`src/rtl/rx_host_ctrl.sv`:
```
// rx_host_ctrl: sits between the UART receiver and the host.
// It turns each receiver DoneFlag into one FIFO entry {error, data} and
// shows the FIFO to the host through a first-word fall-through valid/ready port.
// It owns the receiver's parity/baud configuration and applies host changes
// only once the serial line has been idle long enough.
// It also keeps sticky overflow status and a saturating errored-frame count.
module rx_host_ctrl #(
  parameter int         DEPTH         = 8,
  parameter int         IDLE_CYCLES   = 16,
  parameter int         SETTLE_CYCLES = 4,
  parameter logic [1:0] DEF_PARITY    = 2'b00,
  parameter logic [1:0] DEF_BAUD      = 2'b10
) (
  input  logic                     Clock,
  input  logic                     Reset,
  input  logic                     RxLine,
  input  logic                     RxDone,
  input  logic [7:0]               RxData,
  input  logic                     RxError,
  input  logic                     CfgWrite,
  input  logic [1:0]               CfgParity,
  input  logic [1:0]               CfgBaud,
  input  logic                     ClrStatus,
  input  logic                     OutReady,
  output logic [1:0]               ParityType,
  output logic [1:0]               BaudRate,
  output logic                     CfgPending,
  output logic                     OutValid,
  output logic [7:0]               OutData,
  output logic                     OutError,
  output logic [$clog2(DEPTH):0]   FifoCount,
  output logic                     Overflow,
  output logic [7:0]               ErrCount
);

  localparam int AW  = $clog2(DEPTH);
  localparam int CW  = AW + 1;
  localparam int ICW = $clog2(IDLE_CYCLES + 1);
  localparam int SW  = (SETTLE_CYCLES > 1) ? $clog2(SETTLE_CYCLES) : 1;

  localparam logic [1:0] ST_IDLE   = 2'd0;
  localparam logic [1:0] ST_WAIT   = 2'd1;
  localparam logic [1:0] ST_APPLY  = 2'd2;
  localparam logic [1:0] ST_SETTLE = 2'd3;

  logic           done_s1, done_s2, done_s3;
  logic           line_s1, line_s2;
  logic           push, pop, full, wr_en, ovf_evt;
  logic [AW-1:0]  wr_ptr, rd_ptr;
  logic [8:0]     mem [DEPTH];
  logic [8:0]     head;
  logic [ICW-1:0] idle_cnt;
  logic           idle_clear;
  logic [1:0]     state;
  logic [1:0]     pend_parity, pend_baud;
  logic [SW-1:0]  settle_cnt;

  // Synchronise RxDone and RxLine into the Clock domain.
  // RxDone flops reset high, so a DoneFlag held across reset does not look like a new frame.
  // NOTE: every state register uses non-blocking assignment, so all flops see pre-edge values.
  always_ff @(posedge Clock) begin
    if (Reset) begin
      done_s1 <= 1'b1;
      done_s2 <= 1'b1;
      done_s3 <= 1'b1;
      line_s1 <= 1'b0;
      line_s2 <= 1'b0;
    end else begin
      done_s1 <= RxDone;
      done_s2 <= done_s1;
      done_s3 <= done_s2;
      line_s1 <= RxLine;
      line_s2 <= line_s1;
    end
  end

  assign push    = done_s2 & ~done_s3;
  assign full    = (FifoCount == CW'(DEPTH));
  assign pop     = OutValid & OutReady;
  assign wr_en   = push & (~full | pop);
  assign ovf_evt = push & full & ~pop;

  assign head     = mem[rd_ptr];
  assign OutValid = (FifoCount != '0);
  assign OutData  = OutValid ? head[7:0] : 8'h00;
  assign OutError = OutValid & head[8];

  // Entry storage; the receiver holds data/error stable for the whole push cycle.
  // NOTE: the storage array has no reset; occupancy tracking alone decides what is valid.
  always_ff @(posedge Clock) begin
    if (wr_en) mem[wr_ptr] <= {RxError, RxData};
  end

  // Pointers wrap naturally because DEPTH is a power of two.
  always_ff @(posedge Clock) begin
    if (Reset) begin
      wr_ptr    <= '0;
      rd_ptr    <= '0;
      FifoCount <= '0;
    end else begin
      if (wr_en) wr_ptr <= wr_ptr + 1'b1;
      if (pop)   rd_ptr <= rd_ptr + 1'b1;
      case ({wr_en, pop})
        2'b10:   FifoCount <= FifoCount + 1'b1;
        2'b01:   FifoCount <= FifoCount - 1'b1;
        default: FifoCount <= FifoCount;
      endcase
    end
  end

  // Sticky overflow and saturating error count; a clear beats a same-cycle event.
  always_ff @(posedge Clock) begin
    if (Reset || ClrStatus) begin
      Overflow <= 1'b0;
      ErrCount <= 8'h00;
    end else begin
      if (ovf_evt) Overflow <= 1'b1;
      if (push && RxError && ErrCount != 8'hFF) ErrCount <= ErrCount + 1'b1;
    end
  end

  assign idle_clear = ~line_s2 | push | (state == ST_SETTLE) |
                      ((state == ST_WAIT) & CfgWrite);

  // Count consecutive idle-high cycles of the line, saturating at IDLE_CYCLES.
  always_ff @(posedge Clock) begin
    if (Reset || idle_clear)                   idle_cnt <= '0;
    else if (idle_cnt != ICW'(IDLE_CYCLES))    idle_cnt <= idle_cnt + 1'b1;
  end

  // Config FSM: hold a host request until the line is idle, apply it, then let the receiver settle.
  always_ff @(posedge Clock) begin
    if (Reset) begin
      state       <= ST_IDLE;
      pend_parity <= DEF_PARITY;
      pend_baud   <= DEF_BAUD;
      CfgPending  <= 1'b0;
      ParityType  <= DEF_PARITY;
      BaudRate    <= DEF_BAUD;
      settle_cnt  <= '0;
    end else begin
      case (state)
        ST_IDLE: begin
          if (CfgWrite) begin
            pend_parity <= CfgParity;
            pend_baud   <= CfgBaud;
            CfgPending  <= 1'b1;
            state       <= ST_WAIT;
          end
        end
        ST_WAIT: begin
          if (CfgWrite) begin
            pend_parity <= CfgParity;
            pend_baud   <= CfgBaud;
          end else if (idle_cnt == ICW'(IDLE_CYCLES)) begin
            state <= ST_APPLY;
          end
        end
        ST_APPLY: begin
          ParityType <= pend_parity;
          BaudRate   <= pend_baud;
          CfgPending <= 1'b0;
          settle_cnt <= '0;
          state      <= ST_SETTLE;
        end
        default: begin
          if (CfgWrite) begin
            pend_parity <= CfgParity;
            pend_baud   <= CfgBaud;
            CfgPending  <= 1'b1;
          end
          if (settle_cnt == SW'(SETTLE_CYCLES - 1)) begin
            settle_cnt <= '0;
            state      <= (CfgPending || CfgWrite) ? ST_WAIT : ST_IDLE;
          end else begin
            settle_cnt <= settle_cnt + 1'b1;
          end
        end
      endcase
    end
  end

endmodule

```
`config.mk`:
```
export PLATFORM = sky130hd
export DESIGN_NAME = rx_host_ctrl
export DESIGN_NICKNAME = d
export VERILOG_FILES = /design/src/rtl/rx_host_ctrl.sv
export SDC_FILE = /design/constraint.sdc
export NUM_CORES = 1
export LEC_CHECK = 0
export BUFFER_PORTS_ARGS = -buffer_cell sky130_fd_sc_hd__buf_4
export CORE_MARGIN = 8
export CORE_UTILIZATION = 24
export CTS_CLUSTER_SIZE = 28
export DETAILED_ROUTE_END_ITERATION = 12
export HOLD_SLACK_MARGIN = 0.02
export PLACE_DENSITY = 0.46
export SYNTH_ARGS = -nofsm -noshare
export SYNTH_HDL_FRONTEND = slang
export SYNTH_SLANG_ARGS = --single-unit
```
`constraint.sdc`:
```
create_clock -name Clock -period 3.75 [get_ports Clock]
set_clock_uncertainty 0.1 [all_clocks]
set_input_delay 1.125 -clock Clock [delete_from_list [all_inputs] [get_ports Clock]]
set_output_delay 1.125 -clock Clock [all_outputs]
set_load 0.05 [all_outputs]
```
Word level (Yosys, flattened, before mapping). Memories as Yosys holds them, arrays and structs flattened. A register that Yosys moved wholly into a read port is not among the register bits. Index checks and enable logic that the tools add are counted.

Logic and storage cells: 86. Register bits after elaboration: 42. Output and inout bits: 28. Memory bits (writable): 72. Memories: 1. Input bits: 20.

Memory list: mem (words 8, width 9, rd ports 1, clocked after memory_dff 1, write ports 1, line 50) `logic [8:0] mem [DEPTH];`.

Add/sub/neg operators: 7. Reduce and logical (&&, ||, !) cells: 14. Bitwise gates (word level): 17. Equal/unequal tests: 13. Muxes and demuxes: 16.

Operators by type and width (count): 2-bit two-way mux (5); 8-bit by 1-bit adder with 8-bit output (second input constant) (1); 2-bit equality test (second input constant) (4); 8-bit two-way mux (1); 8-bit != test (second input constant) (1); 4-bit one-hot mux with 2 select lines (1); 4-bit nonzero test (2); 1-bit bitwise AND (7); 3-bit by 1-bit adder with 3-bit output (second input constant) (2); 3-bit two-way mux (2); 1-bit inverter (6); 2-bit one-hot mux with 3 select lines (1); 5-bit by 1-bit adder with 5-bit output (second input constant) (1); 5-bit equality test (second input constant) (1); 5-bit != test (second input constant) (1); 4-bit by 1-bit adder with 4-bit output (second input constant) (1); 2-bit by 1-bit equality test with 1-bit output (second input constant) (2); 4-bit equality test (second input constant) (1); 1-bit two-way mux (4); 2-bit != test (second input constant) (2); 1-bit OR (4); 2-bit one-hot mux with 2 select lines (1); 2-bit AND reduction (2); 4-bit AND reduction (1); 9 further kinds (13).

Depth between registers and ports, before layout. Gate-level depths: netlist of the first run.

Word-level depth: 6. Mapped depth: 8. Mapped depth without buffers: 7.

Worst setup path before layout of the first run. Ideal clock, no wire load.

Path kind: register to output. From: register with a tool-made name. To: output OutData[6]. Buffers on the path: 2. Setup slack: 606 ps. Data required time: 2525 ps. Cell stages (with the launch flop): 6. Arrival: 1919 ps. Cells stage by stage: dfxtp_1 buf_1 clkbuf_1 mux4_2 mux2i_1 nor2_1.

RTL lines: end: declaration (line 29) `output logic [7:0] OutData,`.

==> results of run 1 <==
[logic make-up after synthesis]
family          Yosys count
flops                   117
simple gates            106
compound gates           41
mux                      40
buf+inv                  26
fa+ha+maj                11
xor+xnor                  8
[how the worst min path moves through the flow]
stage / start / slack [ns] / depth (start not counted) / endpoint
floorplan: done_s1$_SDFF_PP1_ / 0.29 / 1 / done_s2$_SDFF_PP1_
global placement: done_s1$_SDFF_PP1_ / 0.31 / 1 / done_s2$_SDFF_PP1_
global route: done_s1$_SDFF_PP1_ / 0.33 / 1 / done_s2$_SDFF_PP1_
finish: done_s1$_SDFF_PP1_ / 0.32 / 1 / done_s2$_SDFF_PP1_
detailed placement: done_s1$_SDFF_PP1_ / 0.30 / 1 / done_s2$_SDFF_PP1_
CTS: done_s1$_SDFF_PP1_ / 0.32 / 1 / done_s2$_SDFF_PP1_
[flip-flops by register name, indices dropped and copies added, names as in the netlist, named ones only]
name         flops
Overflow         1
ErrCount         8
line_s1          1
state            2
FifoCount        4
ParityType       2
pend_parity      2
CfgPending       1
pend_baud        2
BaudRate         2
wr_ptr           3
done_s2          1
mem             72
line_s2          1
done_s3          1
idle_cnt         5
settle_cnt       2
done_s1          1
rd_ptr           3
[power by group through the flow]
stage / clock network, µW / registers (µW) / logic (µW)
detailed placement: 0 / 1500 / 875
global placement: 0 / 1500 / 858
CTS: 1630 / 1470 / 874
finish: 1590 / 1470 / 857
floorplan: 0 / 1530 / 621
global route: 1690 / 1480 / 943
[routing by layer]
layer	GRT usage (%)	up-vias	wire length (µm)
li1	-	1423	-
met1	11.3	1449	4810
met2	14.1	57	4900
met3	3.49	10	523
met4	3.13	0	87
met5	0	-	0
[worst max-delay path: stages (launching register included)]
cell and delay (ns):
dfxtp_1 0.52, buf_4 0.29, mux4_2 0.51, mux2i_1 0.15
nor2_1 0.07, buf_4 0.20
[cells in the final DEF (no fill, tap or decap), types with 3 or more instances in the layout]
master      instances
edfxtp_1           72
buf_4              59
dfxtp_1            45
nor2_1             38
mux2i_1            19
mux4_2             18
clkbuf_16          17
a21oi_1            16
nand2_1            13
nand3_1            11
ha_1               11
nor2b_1             8
nor3_1              7
inv_1               6
or2_2               6
o21ai_0             6
xor2_1              5
nand2b_1            4
or3_1               4
clkinvlp_4          4
inv_6               4
nor3b_1             3
nand4_1             3
or4_1               3
xnor2_1             3
[through the flow]
stage | cell area, µm² | worst slack [ns] | std cells | power [µW]
after CTS | 6100 | 0.322 | 691 | 3980
final | 6100 | 0.381 | 691 | 3920
after floorplan | 4830 | 0.606 | 349 | 2150
after detailed placement | 5520 | 0.766 | 659 | 2370
after global routing | 6100 | 0.213 | 691 | 4110
after global placement | 5520 | 0.764 | 659 | 2350
[area by class of cell]
type / instances / area, µm²
Inverter: 7 / 28.8
Multi-Input combinational cell: 206 / 1650
Sequential cell: 117 / 3060
Fill cell: 2023 / 13900
Tap cell: 270 / 338
Timing Repair Buffer: 59 / 443
Clock buffer: 18 / 429
Clock inverter: 14 / 153
==> impl_metrics.tcl, run 1 <==
set metrics [dict create \
    yosys.cell_count.top_type "edfxtp_1" \
    synth_compound_area_share_pct 5.44 \
    core_um2 20000 \
    p_int_uw 2730 \
    cts_setup_buffers 0 \
    switchingPower_uw 1190 \
    routed_wl_um 10300 \
    die_h_um 158 \
    rows 52 \
    synth_nets 380 \
    vias 2939 \
    ys_top_cells_by_area "edfxtp_1, dfxtp_1, mux4_2" \
    yosys-top-cells-count "edfxtp_1, dfxtp_1, nor2_1" \
    end_kind "output pin" \
    fin_crit_ns 3.37 \
    synthXorXnorAreaFrac_pct 1.45 \
    initial_core_util_pct 24.2 \
    nets 439 \
    comb_power_share_pct 21.9 \
    cts_tree "done" \
    grt_max_degree 35 \
    portBuffers 47 \
    worstSkewPairLatency_ns 0.41 \
    ctsResizeCount 0 \
    fin_crit_sh_pct 89.8 \
    switching_share_pct 30.5 \
    dp_hpwl_um 7090 \
    synth_cell_types 46 \
    cellLeakagePower_uw 0.00211 \
    synthesis.area_um2 4830 \
    drive_above_1_share_pct 28.3 \
    grt_antenna_before_repair 0 \
    path_class "flip-flop to output pin" \
    holdWs_ns 0.315 \
    antenna_left 0 \
    tightestPinTransition_ns 1.13 \
    synthDominantCellAreaShare_pct 44.8 \
    dr.pass1.iters 4 \
    share_seq_of_total_power_pct 37.6 \
    cp.required_ns 2.52 \
    die-width_um 158 \
    fin_tns_setup_ns 0 \
    cts.sinks 117 \
    yosys-mux-area-fraction_pct 13.0 \
    reg2regPathDepth 6 \
    timing.rr.start "FifoCount[3]$_SDFFE_PP0P_" \
    synthesis.instances 349 \
    synth_edf_count 72 \
    cts_hold_buf 0 \
    crit_arrival_ns 2.14 \
    status "finished clean" \
    setup.worst_path.start_class "flip-flop" \
    ys.flop_type "edfxtp_1" \
    gp_congestion 0.772 \
    powerDensity_nw_per_um2 642 \
    ys_seq_area_share_pct 63.5 \
    final_util_pct 30.6 \
    dieArea_um2 24900 \
    gr-total-overflow 0 \
    crit_end "OutData[5]" \
    maxCapViolCount 0 \
    gr-usage-all-layers_pct 9.08 \
    grt_first_pass_wirelength_um 17100 \
    r2r_end "FifoCount[2]$_SDFFE_PP0P_" \
    io_pins 48 \
    setup_viol 0 \
    critPathMaxFanout 9 \
    antenna_cells 0 \
    yosysTopAreaCell "edfxtp_1" \
    wl_per_cell_um 14.9 \
    cts-buffers-inserted 17 \
    drcViolationCount 0 \
    r2r_slack_ns 1.13 \
    clk_pin_slew_worst_paths_ns 0.06 \
    slew_violations 0 \
    cts_root_buffer "clkbuf_16" \
    min-delay-path-class "flip-flop to flip-flop" \
    cts-htree-levels 4 \
    rsz0062_at_grt "no" \
    cts_buffer_depth 2 \
    routed_via_density 4.25 \
    finalHoldViolCount 0 \
    max_clock_freq_ghz 0.297 \
    synth_top_family_by_area "multiplexers" \
    avgSynthCellArea_um2 13.8 \
    synth-simple-area-share_pct 11.3 \
    synthToLayoutAreaGrowth_pct 26.5 \
    ys_async_sr_fraction_pct 0 \
    synth_warnings 0 \
    p_clk_share_pct 40.5 \
    yosys.area_share.adder_pct 2.85 \
    slew_headroom_pct 23.7 \
    grt_pass1_vias 3172 \
    peakVddDrop_mv 0.300 \
    synth-seq-cells 117 \
    drt_iter0_markers 155 \
]
Note: power is estimated with default switching activity, not from simulation.
==> run 2, diff against run 1 <==
--- a/config.mk
+++ b/config.mk
@@ -6,7 +6,6 @@
 export NUM_CORES = 1
 export LEC_CHECK = 0
 export BUFFER_PORTS_ARGS = -buffer_cell sky130_fd_sc_hd__buf_4
-export CORE_MARGIN = 8
 export CORE_UTILIZATION = 24
 export CTS_CLUSTER_SIZE = 28
 export DETAILED_ROUTE_END_ITERATION = 12
==> run 2 against run 1 <==
Via count rose by 1.2%. Worst hold slack lost 0.011 ns. Combinational power rose by 1%. Routed wire length fell by 2.6%. Critical endpoint is now OutData[3]. Sequential cell count is the same. Cell area decreased by 0.43%. Clock power down 3%. First-iteration DRC count rose by 23%. Die area shrank 17%.
==> impl_metrics.tcl, run 2 (same netlist as run 1, synthesis figures left out) <==
set metrics [dict create \
    rsz0062_at_grt "no" \
    rows 51 \
    cts_buffer_depth 2 \
    portBuffers 47 \
    fin_tns_setup_ns 0 \
    gr-total-overflow 0 \
    switchingPower_uw 1220 \
    maxCapViolCount 0 \
    powerDensity_nw_per_um2 639 \
    crit_end "OutData[3]" \
    grt_use_met3_pct 3.97 \
    busiest_layer "met2" \
    die-width_um 144 \
    placed_area_um2 5510 \
    fin_crit_ns 3.30 \
    use_met2_pct 17.5 \
    drcViolationCount 0 \
    grt_pass1_vias 2996 \
    grt_first_pass_wirelength_um 16100 \
    cts_root_buffer "clkbuf_16" \
    path_class "flip-flop to output pin" \
    wl_per_cell_um 14.7 \
    core_um2 19600 \
    p_int_uw 2670 \
    gp_congestion 0.769 \
    fin_crit_sh_pct 88.0 \
    clk_pin_slew_worst_paths_ns 0.06 \
    worstSkewPairLatency_ns 0.41 \
    peakVddDrop_mv 0.335 \
    initial_core_util_pct 24.6 \
    cellLeakagePower_uw 0.00211 \
    routed_wl_um 10100 \
    tightestPinTransition_ns 1.10 \
    cts_setup_buffers 0 \
    antenna_cells 0 \
    io_pins 48 \
    share_seq_of_total_power_pct 37.7 \
    crit_arrival_ns 2.07 \
    slew_violations 0 \
    grt_antenna_before_repair 0 \
    nFillCells 1968 \
    dr.pass1.iters 4 \
    status "finished clean" \
    cts_hold_buf 0 \
    dieArea_um2 20700 \
    timing.rr.start "FifoCount[3]$_SDFFE_PP0P_" \
    min-delay-path-class "flip-flop to flip-flop" \
    comb_power_share_pct 22.4 \
    dp_hpwl_um 6550 \
    r2r_end "FifoCount[2]$_SDFFE_PP0P_" \
    holdWs_ns 0.305 \
    worstHoldPathCells 1 \
    finalHoldViolCount 0 \
    fin_area_um2 6080 \
    largest_reg_flops 72 \
    slew_headroom_pct 25.4 \
    routed_via_density 4.34 \
    power_uw 3880 \
    synthToLayoutAreaGrowth_pct 25.9 \
    critPathMaxFanout 18 \
    switching_share_pct 31.3 \
    grtUsageMet1_pct 12.8 \
    reg.largest.list "mem: 72 flops, ErrCount: 8 flops, idle_cnt: 5 flops" \
    drive_above_1_share_pct 28.1 \
    final_common_cell "edfxtp_1" \
    reg2regPathDepth 6 \
    cts_tree "done" \
    nets 438 \
    antenna_left 0 \
    cts-htree-levels 4 \
    largest_register "mem" \
    max_clock_freq_ghz 0.303 \
    grt_max_degree 35 \
    cts.sinks 117 \
    ctsResizeCount 0 \
    vias 2974 \
    end_kind "output pin" \
    setup_viol 0 \
    r2r_slack_ns 1.19 \
    setup.worst_path.start_class "flip-flop" \
    drt_iter0_markers 191 \
    cts-buffers-inserted 17 \
    mostFrequentLayoutCells "edfxtp_1, buf_4, dfxtp_1" \
    die_h_um 144 \
    cp.required_ns 2.52 \
    p_clk_share_pct 40.0 \
    gr-usage-all-layers_pct 10.7 \
]
run 2: cell types whose count changed in the layout (fill, tap and decap cells not counted):
cell / change
clkinvlp_4: -4
bufinv_16: -1
clkinv_2: -1
clkinv_4: +1
buf_4: -1
inv_6: +5
run 2: per-layer routing:
layer  share of wire [%]  vias up
li1                    -     1423
met1                  45     1482
met2                  49       56
met3                 4.7       13
met4                 1.4        0
met5                   0        -
run 2: worst max-delay path: stages (launching register included):
cell	delay [ns]
dfxtp_1	0.31
buf_4	0.34
mux4_2	0.57
mux2i_1	0.18
nor2_1	0.07
buf_4	0.20
run 2: how the worst min path moves through the flow:
stage                             startpoint            endpoint  slack [ns]
after floorplan           done_s1$_SDFF_PP1_  done_s2$_SDFF_PP1_        0.29
after global placement    done_s1$_SDFF_PP1_  done_s2$_SDFF_PP1_        0.30
after detailed placement  done_s1$_SDFF_PP1_  done_s2$_SDFF_PP1_        0.30
after CTS                 done_s1$_SDFF_PP1_  done_s2$_SDFF_PP1_        0.31
after global routing      done_s1$_SDFF_PP1_  done_s2$_SDFF_PP1_        0.32
final                     done_s1$_SDFF_PP1_  done_s2$_SDFF_PP1_        0.30
run 2: power groups by stage:
stage / Clock (µW) / Combinational (µW) / Sequential, µW
2_1_floorplan: 0 / 621 / 1530
3_3_place_gp: 0 / 868 / 1480
3_5_place_dp: 0 / 886 / 1490
4_1_cts: 1600 / 889 / 1460
5_1_grt: 1650 / 947 / 1470
6_report: 1550 / 869 / 1460
run 2: stage by stage:
stage | utilization, % | std cells | worst slack, ns
after floorplan | - | 349 | 0.606
after global placement | 28.1 | 653 | 0.842
after detailed placement | 28.1 | 653 | 0.849
after CTS | 31.0 | 685 | 0.355
after global routing | 31.0 | 685 | 0.289
final | 31.0 | 685 | 0.452
run 2: layout make-up:
type	count	area (µm²)	share of cell area, %
Clock buffer	18	429	7.06
Clock inverter	14	140	2.31
Inverter	7	28.8	0.474
Multi-Input combinational cell	206	1650	27.1
Sequential cell	117	3060	50.4
Tap cell	265	332	5.46
Timing Repair Buffer	58	435	7.16
